File: src/rtl/pc_ctrl_pkg.sv
// Shared types, opcode encodings and jump-target table for the program-counter
// control sequencer.
package pc_ctrl_pkg;

  typedef enum logic [1:0] {
    IDLE = 2'd0,
    INIT = 2'd1,
    RUN  = 2'd2,
    DONE = 2'd3
  } state_e;

  // Decoded control-flow class of one instruction word.
  typedef enum logic [2:0] {
    CF_NONE = 3'd0,
    CF_JMP  = 3'd1,
    CF_CALL = 3'd2,
    CF_RET  = 3'd3,
    CF_BRZ  = 3'd4
  } cf_e;

  localparam int INSTR_LEN = 9;
  localparam int OP_HI     = 8;
  localparam int OP_LO     = 6;

  localparam logic [2:0] OP_JMP  = 3'b111;
  localparam logic [2:0] OP_CALL = 3'b110;
  localparam logic [2:0] OP_RET  = 3'b101;
  localparam logic [2:0] OP_BRZ  = 3'b100;
  localparam logic [INSTR_LEN-1:0] RET_INSTR = 9'b101_000000;

  localparam int LUT_DEPTH = 64;
  localparam int LUT_IDX_W = 6;
  localparam int LUT_W     = 10;

  // Entry i is i*16 except for the low entries used by the boot code.
  localparam logic [LUT_W-1:0] JUMP_TABLE [LUT_DEPTH] = '{
    10'd0,   10'd20,  10'd30,  10'd40,  10'd64,  10'd80,  10'd96,  10'd112,
    10'd128, 10'd144, 10'd160, 10'd176, 10'd192, 10'd208, 10'd224, 10'd240,
    10'd256, 10'd272, 10'd288, 10'd304, 10'd320, 10'd336, 10'd352, 10'd368,
    10'd384, 10'd400, 10'd416, 10'd432, 10'd448, 10'd464, 10'd480, 10'd496,
    10'd512, 10'd528, 10'd544, 10'd560, 10'd576, 10'd592, 10'd608, 10'd624,
    10'd640, 10'd656, 10'd672, 10'd688, 10'd704, 10'd720, 10'd736, 10'd752,
    10'd768, 10'd784, 10'd800, 10'd816, 10'd832, 10'd848, 10'd864, 10'd880,
    10'd896, 10'd912, 10'd928, 10'd944, 10'd960, 10'd976, 10'd992, 10'd1008
  };

  // RET must match the full word; other 101 patterns are plain instructions.
  function automatic cf_e decode_cf(input logic [INSTR_LEN-1:0] instr);
    cf_e cf;
    cf = CF_NONE;
    case (instr[OP_HI:OP_LO])
      OP_JMP:  cf = CF_JMP;
      OP_CALL: cf = CF_CALL;
      OP_BRZ:  cf = CF_BRZ;
      OP_RET:  cf = (instr == RET_INSTR) ? CF_RET : CF_NONE;
      default: cf = CF_NONE;
    endcase
    return cf;
  endfunction

endpackage

File: src/rtl/pc_ctrl_if.sv
// Bundle between the sequencer and the program counter / instruction memory.
// master is the sequencer side, slave is the PC / environment side.
interface pc_ctrl_if #(
  parameter int PC_W    = 10,
  parameter int INSTR_W = 9,
  parameter int CNT_W   = 16
);

  logic               start;
  logic [PC_W-1:0]    pc;
  logic               pc_halt;
  logic [INSTR_W-1:0] instr;
  logic               alu_zero;
  logic               flag_we;

  logic               init;
  logic               jump_en;
  logic               branch_en;
  logic [6:0]         counter;
  logic [PC_W-1:0]    destination;
  logic               done;
  logic               ret_err;
  logic [CNT_W-1:0]   cycles;

  modport master (
    input  start, pc, pc_halt, instr, alu_zero, flag_we,
    output init, jump_en, branch_en, counter, destination, done, ret_err, cycles
  );

  modport slave (
    output start, pc, pc_halt, instr, alu_zero, flag_we,
    input  init, jump_en, branch_en, counter, destination, done, ret_err, cycles
  );

endinterface

File: src/rtl/pc_ctrl_jump_lut.sv
// Combinational jump-target ROM: 6-bit instruction field to PC-wide target.
module pc_ctrl_jump_lut
  import pc_ctrl_pkg::*;
#(
  parameter int PC_W = 10
) (
  input  logic [LUT_IDX_W-1:0] idx_i,
  output logic [PC_W-1:0]      target_o
);

  assign target_o = PC_W'(JUMP_TABLE[idx_i]);

endmodule

File: src/rtl/pc_ctrl.sv
// Control-flow sequencer driving the program counter: run/done sequencing,
// jump/call/return/branch decode, link register, zero flag and cycle counter.
module pc_ctrl
  import pc_ctrl_pkg::*;
#(
  parameter int PC_W        = 10,
  parameter int INSTR_W     = 9,
  parameter int INIT_CYCLES = 2,
  parameter int CNT_W       = 16
) (
  input  logic       CLK,
  input  logic       init_n,
  pc_ctrl_if.master  bus
);

  localparam int ICNT_W = (INIT_CYCLES > 1) ? $clog2(INIT_CYCLES) : 1;
  localparam logic [ICNT_W-1:0] ICNT_LAST = ICNT_W'(INIT_CYCLES - 1);

  state_e             state_q, state_d;
  logic [ICNT_W-1:0]  icnt_q, icnt_d;
  logic [PC_W-1:0]    link_q, link_d;
  logic               link_valid_q, link_valid_d;
  logic               zero_q, zero_d;
  logic               ret_err_q, ret_err_d;
  logic [CNT_W-1:0]   cycles_q, cycles_d;

  logic [INSTR_W-1:0] instr;
  logic [PC_W-1:0]    lut_target;
  cf_e                cf;

  assign instr = bus.instr;
  assign cf    = decode_cf(instr);

  pc_ctrl_jump_lut #(
    .PC_W (PC_W)
  ) u_jump_lut (
    .idx_i    (instr[LUT_IDX_W-1:0]),
    .target_o (lut_target)
  );

  assign bus.counter = '0;
  assign bus.done    = (state_q == DONE);
  assign bus.ret_err = ret_err_q;
  assign bus.cycles  = cycles_q;

  always_comb begin
    // NOTE: every signal written here gets a default first so no path through
    // the case statements leaves one unassigned and infers a latch.
    state_d         = state_q;
    icnt_d          = icnt_q;
    link_d          = link_q;
    link_valid_d    = link_valid_q;
    zero_d          = zero_q;
    ret_err_d       = ret_err_q;
    cycles_d        = cycles_q;
    bus.init        = 1'b0;
    bus.jump_en     = 1'b0;
    bus.branch_en   = 1'b0;
    bus.destination = '0;

    case (state_q)
      IDLE, DONE: begin
        bus.init = (state_q == IDLE);
        if (bus.start) begin
          // A new run starts from a clean architectural state.
          state_d      = INIT;
          icnt_d       = '0;
          cycles_d     = '0;
          link_valid_d = 1'b0;
          zero_d       = 1'b0;
          ret_err_d    = 1'b0;
        end
      end

      INIT: begin
        bus.init = 1'b1;
        if (icnt_q == ICNT_LAST) begin
          state_d = RUN;
        end else begin
          icnt_d = icnt_q + 1'b1;
        end
      end

      RUN: begin
        if (cycles_q != '1) begin
          cycles_d = cycles_q + 1'b1;
        end
        if (bus.flag_we) begin
          zero_d = bus.alu_zero;
        end

        // Halt outranks whatever control instruction sits at the halted PC.
        if (bus.pc_halt) begin
          state_d = DONE;
        end else begin
          case (cf)
            CF_JMP: begin
              bus.jump_en     = 1'b1;
              bus.destination = lut_target;
            end
            CF_CALL: begin
              bus.jump_en     = 1'b1;
              bus.destination = lut_target;
              link_d          = bus.pc + PC_W'(1);
              link_valid_d    = 1'b1;
            end
            CF_RET: begin
              if (link_valid_q) begin
                bus.jump_en     = 1'b1;
                bus.destination = link_q;
                link_valid_d    = 1'b0;
              end else begin
                ret_err_d = 1'b1;
              end
            end
            CF_BRZ: begin
              bus.branch_en = zero_q;
            end
            default: begin
            end
          endcase
        end
      end

      default: begin
        state_d = IDLE;
      end
    endcase
  end

  always_ff @(posedge CLK or negedge init_n) begin
    if (!init_n) begin
      state_q      <= IDLE;
      icnt_q       <= '0;
      link_q       <= '0;
      link_valid_q <= 1'b0;
      zero_q       <= 1'b0;
      ret_err_q    <= 1'b0;
      cycles_q     <= '0;
    end else begin
      // NOTE: non-blocking assignments so every register samples the values
      // from before this edge, independent of statement order.
      state_q      <= state_d;
      icnt_q       <= icnt_d;
      link_q       <= link_d;
      link_valid_q <= link_valid_d;
      zero_q       <= zero_d;
      ret_err_q    <= ret_err_d;
      cycles_q     <= cycles_d;
    end
  end

endmodule
File: src/flat_wrapper.sv
// flat-port wrapper written by rule: the top's interface ports become plain ports
module pc_ctrl_flat import pc_ctrl_pkg::*;
#(
  parameter int PC_W        = 10,
  parameter int INSTR_W     = 9,
  parameter int INIT_CYCLES = 2,
  parameter int CNT_W       = 16
)
  (CLK, init_n, bus_start, bus_pc, bus_pc_halt, bus_instr, bus_alu_zero, bus_flag_we, bus_init, bus_jump_en, bus_branch_en, bus_counter, bus_destination, bus_done, bus_ret_err, bus_cycles);
  pc_ctrl_if #(.PC_W(PC_W), .INSTR_W(INSTR_W), .CNT_W(CNT_W)) bus_i ();
  input  logic CLK;
  input  logic init_n;
  input wire logic [$bits(bus_i.start)-1:0] bus_start;
  input wire logic [$bits(bus_i.pc)-1:0] bus_pc;
  input wire logic [$bits(bus_i.pc_halt)-1:0] bus_pc_halt;
  input wire logic [$bits(bus_i.instr)-1:0] bus_instr;
  input wire logic [$bits(bus_i.alu_zero)-1:0] bus_alu_zero;
  input wire logic [$bits(bus_i.flag_we)-1:0] bus_flag_we;
  output wire logic [$bits(bus_i.init)-1:0] bus_init;
  output wire logic [$bits(bus_i.jump_en)-1:0] bus_jump_en;
  output wire logic [$bits(bus_i.branch_en)-1:0] bus_branch_en;
  output wire logic [$bits(bus_i.counter)-1:0] bus_counter;
  output wire logic [$bits(bus_i.destination)-1:0] bus_destination;
  output wire logic [$bits(bus_i.done)-1:0] bus_done;
  output wire logic [$bits(bus_i.ret_err)-1:0] bus_ret_err;
  output wire logic [$bits(bus_i.cycles)-1:0] bus_cycles;
  assign bus_i.start = bus_start;
  assign bus_i.pc = bus_pc;
  assign bus_i.pc_halt = bus_pc_halt;
  assign bus_i.instr = bus_instr;
  assign bus_i.alu_zero = bus_alu_zero;
  assign bus_i.flag_we = bus_flag_we;
  assign bus_init = bus_i.init;
  assign bus_jump_en = bus_i.jump_en;
  assign bus_branch_en = bus_i.branch_en;
  assign bus_counter = bus_i.counter;
  assign bus_destination = bus_i.destination;
  assign bus_done = bus_i.done;
  assign bus_ret_err = bus_i.ret_err;
  assign bus_cycles = bus_i.cycles;
  pc_ctrl #(.PC_W(PC_W), .INSTR_W(INSTR_W), .INIT_CYCLES(INIT_CYCLES), .CNT_W(CNT_W)) u_core (.CLK(CLK), .init_n(init_n), .bus(bus_i));
endmodule
File: config.mk
export PLATFORM = sky130hd
export DESIGN_NAME = pc_ctrl_flat
export DESIGN_NICKNAME = d
export VERILOG_FILES = /design/src/rtl/pc_ctrl_pkg.sv /design/src/rtl/pc_ctrl_if.sv /design/src/rtl/pc_ctrl_jump_lut.sv /design/src/rtl/pc_ctrl.sv /design/src/flat_wrapper.sv
export SDC_FILE = /design/constraint.sdc
export NUM_CORES = 1
export LEC_CHECK = 0
export BUFFER_PORTS_ARGS = -buffer_cell sky130_fd_sc_hd__clkbuf_2
export CAP_MARGIN = 15
export CORE_MARGIN = 3
export CORE_UTILIZATION = 40
export CTS_CLUSTER_SIZE = 10
export DETAILED_ROUTE_END_ITERATION = 16
export SETUP_SLACK_MARGIN = 0.1
export SYNTH_ARGS = -nofsm -noshare
export SYNTH_HDL_FRONTEND = slang
export SYNTH_HIERARCHICAL = 1
export SYNTH_SLANG_ARGS = --single-unit
File: constraint.sdc
create_clock -name CLK -period 2.8 [get_ports CLK]
set_input_delay 0.28 -clock CLK [delete_from_list [all_inputs] [get_ports CLK]]
set_output_delay 0.28 -clock CLK [all_outputs]
set_load 0.01 [all_outputs]
======== Word-level counts from Yosys, hierarchy flattened ========
Memories as Yosys holds them, arrays and structs flattened.
Cells that the tools add are included.
cells by class
  $add $sub $neg .......................... 3
  magnitude comparators ................... 1
  equality and inequality tests ........... 22
  multiplexer cells ....................... 35
  bitwise gates (word level) .............. 2
  reduce and logical (&&, ||, !) cells .... 12
operators by type and width
  operator                                                  number
  two-way mux 10 bit                                        5
  two-way mux 16 bit                                        2
  case mux 16 bit (2 select lines)                          1
  case mux 10 bit (2 select lines)                          1
  adder 16 x 1 -> 16 bit, second input constant             1
  != test 16 bit, second input constant                     1
  == test 3 bit, second input constant                      5
  case mux 1 bit (2 select lines)                           7
  two-way mux 1 bit                                         13
  case mux 3 bit (4 select lines)                           1
  AND reduction 3 bit                                       4
  adder 10 x 1 -> 10 bit, second input constant             1
  != test 2 bit, second input constant                      5
  == test 9 bit, second input constant                      1
  two-way mux 2 bit                                         4
  greater-or-equal comparator 7 bit, second input constant  1
  NOT 6 -> 7 bit                                            1
  == test 3 x 2 -> 1 bit, second input constant             2
  != test 2 x 1 -> 1 bit, second input constant             3
  case mux 2 bit (3 select lines)                           1
  AND reduction 5 bit                                       1
  == test 2 bit, second input constant                      2
  AND reduction 4 bit                                       1
  nonzero test 2 bit                                        2
  other kinds (8)                                           9
storage, ports and cells
  bits in registers ....................... 32
  ROM bits ................................ 640
  bits of input ports ..................... 25
  logic and storage cells ................. 83
  memories ................................ 1
memory list
  memory           depth  width  rd ports  clocked after Yosys merged registers in  write ports  RTL line                RTL
  (no name shown)  64     10     1         0                                        0            pc_ctrl_jump_lut.sv:11  assign target_o = PC_W'(JUMP_TABLE[idx_i]);

======== Logic depth before layout (Yosys ltp) ========
Gate-level depths: netlist of the first run.
  depth in word-level cells ............... 8
  gate-level depth with buffers ........... 8
  depth with buffers taken out ............ 6

======== Modules after synthesis ========
The synthesis of the first run kept the hierarchy.
modules (own cells, without submodules)
  module            instances  cells each  area an instance (sq um)
  pc_ctrl           1          245         2158.3
  pc_ctrl_jump_lut  1          15          135.1

======== Least setup slack after synthesis of the first run ========
Ideal clock, no wire load.
  path kind ............................... reg2reg
  from .................................... register u_core.state_q[0]
  to ...................................... register u_core.cycles_q[10], in the netlist u_core/bus.cycles[10]
  setup time .............................. 122 ps
  arrival ................................. 1917 ps
  required time ........................... 2678 ps
  setup slack ............................. 762 ps
  cell stages (with the launch flop) ...... 7
  buffers on the path ..................... 0
  period minus slack after synthesis ...... 2038 ps
  cell sequence ........................... dfrtp_1 -> inv_1 -> ha_1 -> mux2i_1 -> nor3_1 -> a31o_2 -> a32o_1
between the ends
  cells in the longest elaborated chain, start to end .. 4
ends and longest elaborated chain
  item                                                                  RTL line        RTL
  from (decl)                                                           pc_ctrl.sv:19   state_e state_q, state_d;
  from (signal assigned)                                                pc_ctrl.sv:143  state_q <= state_d;
  == test 2 bit / zero test 2 bit (equally long branches)               pc_ctrl.sv:61   case (state_q)
  OR reduction 2 bit                                                    pc_ctrl.sv:61
  != test 2 bit (no line) / nonzero test 2 bit (equally long branches)  -
  AND reduction 3 bit (no line)                                         -
  to (signal assigned)                                                  pc_ctrl.sv:149  cycles_q <= cycles_d;
  to (decl)                                                             pc_ctrl.sv:25   logic [CNT_W-1:0] cycles_q, cycles_d;
Several ways; a longest one is shown, not always the timed one.
A chain may end at the register's enable or synchronous reset.

======== Worst setup path in the final report of the first run ========
  from .................................... register u_core.state_q[0]
  to ...................................... register u_core.cycles_q[5], in the netlist u_core/bus.cycles[5]
The elaborated chain is that of the path after synthesis.

==> metrics.md, run 1 <==
| Metric | Value |
|---|---|
| Routability congestion estimate | `0.842` |
| Largest area contributor in the netlist | `dfrtp_1` |
| # DRC | `0` |
| Power Dens Cells | `654 nW/µm²` |
| Final Cycle Share | `0.745` |
| Worst Skew | `0.00494 ns` |
| Post-Synth Simple-Gate Area | `0.246` |
| Maximum clock path buffer count | `2` |
| Post-CTS Setup Bufs | `0` |
| Clock transition at the registers of the reported paths | `around 0.07 ns` |
| GRT overflow | `0` |
| Global route hottest layer | `met2` |
| Most common cell after layout, fill and taps aside | `clkbuf_2` |
| Post-CTS Hold Fix Bufs | `0` |
| Compound-Gate Fraction of Synth Area | `0.189` |
| GRT met1 Usage | `0.235` |
| Status | `completed` |
| Final net count | `342` |
| Port Buffer Count | `55` |
| Area of the mapped netlist | `about 2300 µm²` |
| Sink Count | `32` |
| Post-DP HPWL | `3950 µm` |
| XOR/XNOR Fraction of Synth Area | `0.0306` |
| GRT Util Overall | `0.163` |
| Initial Util | `0.430` |
| Height of the die | `81.7 µm` |
| FF+latch area | `801 µm²` |
| Area of the multi-input gates | `1330 µm²` |
| First-pass GRT wire length | `8470 µm` |
| Critical path capture point type | `register` |
| Num CTS Buffers | `5` |
| Via/cell ratio | `~5.1` |
| Setup-failing EPs final | `0` |
| Clk root buf | `clkbuf_8` |
| Later-pin clock latency in the skew report | `0.28 ns` |
| Synth Instances | `260` |
| RSZ-0062 raised after global routing | `no` |
| Routing usage on met3 | `0.0351` |
| Slew Limit Fails | `0` |
| Post-synthesis mux area share | `0.0518` |
| Tmin final | `approximately 2.1 ns` |
| Layout cell share with drive strength beyond 1 | `0.265` |
| PostCTS Resize Cnt | `0` |
| # rows | `26` |
| Synth top area cells | `dfrtp_1 35%, ha_1 4.9%, nand2_1 4.6%` |
| Power Total | `0.00175 W` |
| Worst-margin pin slew | `0.805 ns` |
| Synthesis Warnings | `6` |
| Post-Synth Adder-Cell Area | `0.0491` |
| Relative slew slack | `0.463` |
| Maximum vdd drop | `0.381 mV` |
| Core area | `around 5300 µm²` |
| CP arrival | `approximately 2.2 ns` |
| Post-DP Area | `roughly 2500 µm²` |
| Filler cell count | `537` |
| Die Wd | `81.7 µm` |
| Max frequency | `approximately 480 MHz` |
| Vias in the first global route | `about 1,800` |
| Cell area after layout | `approximately 2700 µm²` |
| Total Routed Length | `5150 µm` |
| Synthesized area per cell | `8.82 µm²` |
| Most frequent cells in the layout | `55 x clkbuf_2, 32 x dfrtp_1, 28 x nand2_1, 19 x nor2_1, 19 x o21ai_0` |
| Initial antenna violation count | `0` |
| Sequential share of the synthesized area | `0.349` |
| Synth Flop Type | `dfrtp_1` |
| Worst setup path class | `register to register` |
| Hold Crit Class | `primary input to async pin` |
| Post-synth EDFFs | `0` |
| Synth unique cells | `51` |
| Post-synth ARST share | `1.00` |
| Largest family of logic cells by synthesized area | `simple AND/OR/NAND/NOR gates` |
| Crit path max fanout | `23` |
| Worst EP required | `between 2 and 3 ns` |
| DR vias | `between 1,500 and 2,000` |
| Setup Total Neg Slack | `0 ns` |
| CTS HTree Levels | `2` |
| Max Cap Viol | `0` |
| Fin. Hold Viols | `0` |
| Largest net degree at the start of global routing | `33` |
| Post-DRT Antenna Nets | `0` |
| Met2 Use GR | `0.242` |
| Drt pass-1 iters | `4` |
| Reg2Reg Setup Slack | `0.71 ns` |
| Diode count | `0` |
| I/O pin count | `63` |
| CP startpoint kind | `register` |
| Leak | `roughly 1.3 nW` |
| Synth top area share | `0.349` |
| Seq cells post-synth | `32` |
| Starting DRT DRC Count | `133` |
| CTS tree | `built` |
| DIE AREA | `about 6700 µm²` |
| Routed len/inst | `13.6 µm` |
| Synthesis-to-layout area growth | `16.3%` |
[synthesized netlist by cell type, drive strengths merged (4+ instances only)]
library cell and count:
ha 9, nor4 4, nor3 9, a21oi 10
o21ai 20, nor2b 4, and3 5, a22oi 10
nand2 28, or2 5, nand3 8, dfrtp 32
nor2 19, and2 4, mux2 4, inv 9
clkbuf 9, nand4 5, mux2i 7, xor2 5
buf 13
[metal layers]
metal | part of all wire | up-vias | wire length (µm)
met5 | 0 | - | 0
met4 | 0.013 | 0 | 66
met3 | 0.057 | 6 | 296
met2 | 0.42 | 58 | 2150
met1 | 0.51 | 854 | 2640
li1 | - | 1020 | -
[where the power goes]
group	switching, W	leakage [nW]	total (W)	internal, W
clock network	0.000168	0.0645	0.000482	0.000314
logic	0.000380	0.786	0.000639	0.000259
registers	0.0000674	0.429	0.000625	0.000557
total	0.000615	1.28	0.00175	0.00113
[worst paths after layout]
| check | from | end | cells past startpoint |
|---|---|---|---|
| hold / removal | init_n | u_core/bus.cycles[11] | 1 |
| setup / recovery | u_core/state_q[0] | u_core/bus.cycles[5] | 7 |
| hold reg to reg | u_core/link_q[5] | u_core/link_q[5] | 2 |
| min in group CLK | bus_pc[0] | u_core/link_q[0] | 2 |
| max in group asynchronous | init_n | u_core/zero_q | 1 |
| setup reg to reg | u_core/state_q[0] | u_core/bus.cycles[5] | 7 |
[kinds of logic after synthesis]
| kind of cell | count (synthesis) |
|---|---|
| muxes | 11 |
| other | 2 |
| and+or+nand+nor | 103 |
| xor gates and xnor gates | 8 |
| DFF | 32 |
| buffers and inverters | 31 |
| AOI/OAI and AO/OA | 64 |
| adders and majority gates | 9 |
[stage by stage]
step	cells	worst slack, ns	utilization	hold WS (ns)
final	379	0.715	0.500	0.0822
after global routing	379	0.424	0.500	0.147
after CTS	379	0.648	0.500	0.114
after detailed placement	371	0.704	0.476	0.426
after global placement	371	0.738	0.476	0.426
after floorplan	266	0.762	-	-0.0156
[area by class of cell]
class / instances / share of cell area
Multi-Input combinational cell: 203 / 0.498
Sequential cell: 32 / 0.300
Timing Repair Buffer: 57 / 0.109
Clock buffer: 7 / 0.0361
Tap cell: 70 / 0.0328
Inverter: 9 / 0.0127
Clock inverter: 1 / 0.0113
[critical path: stages, from the launching register on]
cell	delay, ns
dfrtp_1	0.41
inv_1	0.11
ha_1	0.29
buf_4	0.29
mux2_2	0.29
nand2_1	0.07
a2111oi_0	0.40
a211oi_1	0.09
[registers in the layout, summed over array words and instances, names as in the netlist]
name,flops
u_core/bus.ret_err,1
u_core/bus.cycles,16
u_core/link_q,10
u_core/icnt_q,1
u_core/zero_q,1
u_core/link_valid_q,1
u_core/state_q,2
Power figures use the tool's default switching activity.
==> run 2, diff against run 1 <==
==> constraint.sdc (replaced) <==
create_clock -name CLK -period 1.95 [get_ports CLK]
set_input_delay 0.195 -clock CLK [delete_from_list [all_inputs] [get_ports CLK]]
set_output_delay 0.195 -clock CLK [all_outputs]
set_load 0.01 [all_outputs]
==> run 2 against run 1 <==
Via count is 12% higher. Sequential power is 42% higher. Die area stayed put. Critical endpoint is now u_core/bus.cycles[11]. Critical path type unchanged. Highest routed layer unchanged. Combinational power is 110% higher. Sequential share of layout area is 2.9 points lower. Wire length is 17% higher. Critical path depth is 2 lower. Global-route usage is 2.3 points higher. Cell area is 11% higher. Power is 60% higher.
==> metrics.md, run 2 (synthesis results as in run 1) <==
| Metric | Value |
|---|---|
| Max Cap Viol | `0` |
| Drt pass-1 iters | `4` |
| Crit path max fanout | `6` |
| Final Cycle Share | `0.947` |
| Port Buffer Count | `55` |
| CTS tree | `built` |
| Initial Util | `0.430` |
| Final net count | `between 300 and 400` |
| Maximum clock path buffer count | `2` |
| Max frequency | `542 MHz` |
| Core area | `5340 µm²` |
| Height of the die | `81.7 µm` |
| Fin. Hold Viols | `0` |
| Cells after DPL | `just under 400` |
| Worst Skew | `0.00282 ns` |
| Die Wd | `81.7 µm` |
| # DRC | `0` |
| DIE AREA | `roughly 6700 µm²` |
| Worst EP required | `2.16 ns` |
| Layout cell share with drive strength beyond 1 | `0.377` |
| Most frequent cells in the layout | `54 x clkbuf_2, 31 x dfrtp_1, 27 x nand2_1, 24 x buf_4` |
| Post-DRT Antenna Nets | `0` |
| Tmin final | `1.85 ns` |
| Relative slew slack | `0.611` |
| DR vias | `2,172` |
| Filler cell count | `535` |
| # rows | `26` |
| Status | `completed` |
| Hold Crit Class | `primary input to register` |
| Num CTS Buffers | `5` |
| CP arrival | `2.06 ns` |
| First-pass GRT wire length | `9660 µm` |
| Routability congestion estimate | `just over 0.8` |
| Starting DRT DRC Count | `107` |
| Maximum vdd drop | `~0.50 mV` |
| Clk root buf | `clkbuf_8` |
| Cell area after layout | `2960 µm²` |
| Most common cell after layout, fill and taps aside | `clkbuf_2` |
| I/O pin count | `63` |
| Vias in the first global route | `2,050` |
| Final cell count without fillers | `407` |
| Worst setup path class | `register to register` |
| Leak | `1.41 nW` |
| CTS HTree Levels | `2` |
| GRT overflow | `0` |
| Total Routed Length | `~6000 µm` |
| Later-pin clock latency in the skew report | `0.29 ns` |
| Setup ws final | `0.104 ns` |
| Routed len/inst | `14.8 µm` |
| CP startpoint kind | `register` |
| Post-DP HPWL | `roughly 4400 µm` |
| Power Dens Cells | `947 nW/µm²` |
| Sink Count | `32` |
| Synthesis-to-layout area growth | `29.0%` |
| Slew Limit Fails | `0` |
| Dpl ws | `-0.00278 ns` |
| RSZ-0062 raised after global routing | `yes` |
| Setup-failing EPs final | `0` |
| Largest net degree at the start of global routing | `23` |
| Worst-margin pin slew | `0.584 ns` |
| Setup Total Neg Slack | `0 ns` |
| GRT Util Overall | `0.186` |
| Via/cell ratio | `5.34` |
| Critical path capture point type | `register` |
| Diode count | `0` |
| Post-DP Area | `between 2000 and 3000 µm²` |
| Clock transition at the registers of the reported paths | `0.07 ns` |
| Number of flip-flops in the largest register | `16` |
| Initial antenna violation count | `0` |
## run 2: layout make-up
type	instances	area (µm²)	area share
multi-input cells	204	1430	0.484
flip-flops and latches	32	802	0.271
repair buffers	84	510	0.173
well taps	70	87.6	0.0296
clock buffers	6	82.6	0.0279
inverters	9	33.8	0.0114
clock inverters	2	10.0	0.00338
## run 2: repair_timing
item | 4_1_cts | 5_1_grt
setup buffers | 3 | 4
gates cloned | 0 | 1
setup endpoints to repair | 18 | 28
pin swaps | 0 | 2
resized for setup | 5 | 17
hold buffers | 1 | 0
endpoints found under the hold margin | 21 | 0
## run 2: per-stage QoR
stage	hold WS (ns)	util	power [W]
global placement	0.230	0.508	0.00206
detailed placement	0.229	0.508	0.00209
CTS	0.137	0.534	0.00268
floorplan	-0.101	-	0.00167
global route	0.144	0.554	0.00300
finish	0.145	0.554	0.00280
## run 2: where the power goes
part | switching (W) | internal (W) | total, W
logic | 0.000699 | 0.000676 | 0.00137
clock network | 0.000256 | 0.000281 | 0.000538
registers | 0.0000867 | 0.000801 | 0.000887
total | 0.00104 | 0.00176 | 0.00280
## run 2: layer usage
metal / GRT usage / up-vias / part of all wire
met1: 0.254 / 1018 / 0.48
met4: 0.0548 / 0 / 0.014
li1: - / 1082 / -
met5: 0 / - / 0
met2: 0.298 / 63 / 0.45
met3: 0.0351 / 9 / 0.062
## run 2: path summary, 6_finish.rpt
check / startpoint / end / slack, ns / cells past startpoint
setup / recovery: u_core/bus.cycles[1] / u_core/bus.cycles[11] / 0.10 / 5
hold / removal: bus_pc[0] / u_core/link_q[0] / 0.14 / 2
setup reg to reg: u_core/bus.cycles[1] / u_core/bus.cycles[11] / 0.10 / 5
hold reg to reg: u_core/link_q[9] / u_core/link_q[9] / 0.48 / 2
max in group asynchronous: init_n / u_core/bus.ret_err / 0.92 / 3
min in group asynchronous: init_n / u_core/link_q[1] / 0.44 / 2
## run 2: worst max-delay path, cell delays in order (launching register included)
cell and delay [ns]:
dfrtp_1 0.39, ha_4 0.18, nand4_4 0.16, or4_4 0.58
o2111ai_1 0.25, mux2i_1 0.20
==> run 3, diff against run 2 <==
--- a/config.mk
+++ b/config.mk
@@ -7,7 +7,7 @@
 export LEC_CHECK = 0
 export BUFFER_PORTS_ARGS = -buffer_cell sky130_fd_sc_hd__clkbuf_2
 export CAP_MARGIN = 15
-export CORE_MARGIN = 3
+export CORE_MARGIN = 5
 export CORE_UTILIZATION = 40
 export CTS_CLUSTER_SIZE = 10
 export DETAILED_ROUTE_END_ITERATION = 16
==> constraint.sdc (replaced) <==
create_clock -name CLK -period 2.25 [get_ports CLK]
set_input_delay 0.225 -clock CLK [delete_from_list [all_inputs] [get_ports CLK]]
set_output_delay 0.225 -clock CLK [all_outputs]
set_load 0.01 [all_outputs]
==> run 3 against run 2 <==
Core utilization decreased by 7.2 points. Sequential share of layout area increased by 2.9 points. Critical path depth increased by 2. Fmax decreased by 7.2%. Critical endpoint is now u_core/bus.cycles[9]. Sequential power decreased by 12%. Worst setup slack improved by 0.16 ns. Largest power group unchanged. Clock power decreased by 22%. Largest cell class unchanged. Register-to-register slack improved by 0.16 ns.
==> metrics.md, run 3 (synthesis results as in run 1) <==
| Metric | Value |
|---|---|
| Post-DRT Antenna Nets | `0` |
| Largest net degree at the start of global routing | `33` |
| Max frequency | `just over 500 MHz` |
| I/O pin count | `63` |
| Slowest-stage cell, CP | `dfrtp_1` |
| DIE AREA | `7350 µm²` |
| Worst setup path class | `register to register` |
| CTS tree | `built` |
| Height of the die | `85.7 µm` |
| Max Cap Viol | `0` |
| Die Wd | `85.7 µm` |
| Worst Skew | `~0.0046 ns` |
| Dpl ws | `0.204 ns` |
| Final Cycle Share | `0.884` |
| Status | `completed` |
| Core area | `5540 µm²` |
| Clk root buf | `clkbuf_8` |
| Initial antenna violation count | `0` |
| Post-DP HPWL | `4090 µm` |
| Hold Crit Class | `primary input to async pin` |
| Port Buffer Count | `55` |
| Routability congestion estimate | `0.835` |
| Initial Util | `0.414` |
| RSZ-0062 raised after global routing | `no` |
| Reg2Reg Depth | `7` |
| FF+latch area | `about 800 µm²` |
| Most common cell after layout, fill and taps aside | `clkbuf_2` |
| Hold slack final | `0.0239 ns` |
| GRT Util Overall | `0.151` |
| Max incr delay on CP | `0.40 ns` |
| CTS HTree Levels | `2` |
| Cell area after layout | `2670 µm²` |
| Maximum clock path buffer count | `2` |
| Worst-margin pin slew | `approximately 0.81 ns` |
| Vias in the first global route | `1,902` |
| Clock transition at the registers of the reported paths | `approximately 0.070 ns` |
| Sink Count | `32` |
| CP arrival | `2.16 ns` |
| Final net count | `around 350` |
| Number of flip-flops in the largest register | `16` |
| Most frequent cells in the layout | `55 x clkbuf_2, 32 x dfrtp_1, 28 x nand2_1, 19 x nor2_1, 19 x o21ai_0` |
| Total Routed Length | `5440 µm` |
| Worst EP required | `2.42 ns` |
| Synthesis-to-layout area growth | `16.5%` |
| Fin. Hold Viols | `0` |
| Area of the multi-input gates | `1360 µm²` |
| Drt pass-1 iters | `4` |
| Critical path capture point type | `register` |
| Crit path max fanout | `6` |
| Tmin final | `1.99 ns` |
| DR vias | `2,030` |
| Later-pin clock latency in the skew report | `0.28 ns` |
| CP cell instances | `inv_1 -> ha_1 -> mux2i_2 -> buf_4 -> nor3b_1 -> and3_2 -> a211o_1` |
| Via/cell ratio | `5.30` |
| Setup ws final | `0.262 ns` |
| Starting DRT DRC Count | `90` |
| Setup-failing EPs final | `0` |
| Leak | `1.27 nW` |
| Routed len/inst | `14.2 µm` |
| First-pass GRT wire length | `9140 µm` |
| CP startpoint kind | `register` |
| GRT overflow | `0` |
| Post-DP Area | `2570 µm²` |
| Fin util | `0.482` |
| Num CTS Buffers | `5` |
| Relative slew slack | `0.461` |
| Layout cell share with drive strength beyond 1 | `0.289` |
| Diode count | `0` |
| Setup Total Neg Slack | `0 ns` |
| Power Dens Cells | `773 nW/µm²` |
| Post-CTS Hold Fix Bufs | `0` |
| Filler cell count | `561` |
| Maximum vdd drop | `0.313 mV` |
| # DRC | `0` |
| # rows | `27` |
| Slew Limit Fails | `0` |
==> run 3: cell count changes in the layout (fill, tap and decap cells not counted), sizes merged <==
| cell | before | now |
|---|---|---|
| a21o | 4 | 3 |
| buf | 29 | 5 |
| clkbuf | 60 | 61 |
| clkinv | 2 | 1 |
| dlygate4sd3 | 1 | 0 |
==> run 3: repair_timing <==
| item | CTS | global route |
|---|---|---|
| setup endpoints to repair | 0 | 24 |
| endpoints found under the hold margin | 0 | 0 |
| gates resized for setup | 0 | 8 |
| buffers inserted | 0 | 0 |
==> run 3: layer usage <==
metal  vias to the layer above  GRT usage  wire [µm]
met3                         5     0.0346        306
met2                        57      0.241       2470
li1                       1026          -          -
met1                       942      0.206       2600
met4                         0     0.0432         63
met5                         -          0          0
==> run 3: final cells by class <==
type / instances / area share
Clock buffer: 6 / 0.0272
Clock inverter: 1 / 0.00187
Inverter: 9 / 0.0126
Multi-Input combinational cell: 203 / 0.508
Sequential cell: 32 / 0.300
Tap cell: 72 / 0.0337
Timing Repair Buffer: 60 / 0.117
==> run 3: critical path, delay by kind of cell (launching register included) <==
kind / cells / cell delay [ns]
AO/OA/AOI/OAI: 1 / 0.22
adder cells (fa/ha/maj): 1 / 0.40
buffers and inverters: 2 / 0.29
flip-flops: 1 / 0.40
multiplexers: 1 / 0.30
AND/OR/NAND/NOR: 2 / 0.26
==> run 3: final timing paths <==
check	start	to	slack (ns)
setup / recovery	u_core/state_q[0]	u_core/bus.cycles[9]	0.26
hold / removal	init_n	u_core/bus.cycles[0]	0.02
setup reg to reg	u_core/state_q[0]	u_core/bus.cycles[9]	0.26
hold reg to reg	u_core/link_q[8]	u_core/link_q[8]	0.49
max in group asynchronous	init_n	u_core/state_q[1]	1.72
min in group CLK	bus_pc[0]	u_core/link_q[0]	0.18
==> run 3: through the flow <==
| step | cells | power (W) |
|---|---|---|
| 2_1_floorplan | 266 | 0.00140 |
| 3_3_place_gp | 376 | 0.00162 |
| 3_5_place_dp | 376 | 0.00163 |
| 4_1_cts | 383 | 0.00205 |
| 5_1_grt | 383 | 0.00222 |
| 6_report | 383 | 0.00207 |
==> run 3: report_power, final <==
group / switching, W / leakage [nW] / internal, W
registers: 0.0000850 / 0.429 / 0.000693
clock network: 0.000207 / 0.0410 / 0.000210
logic: 0.000506 / 0.798 / 0.000364
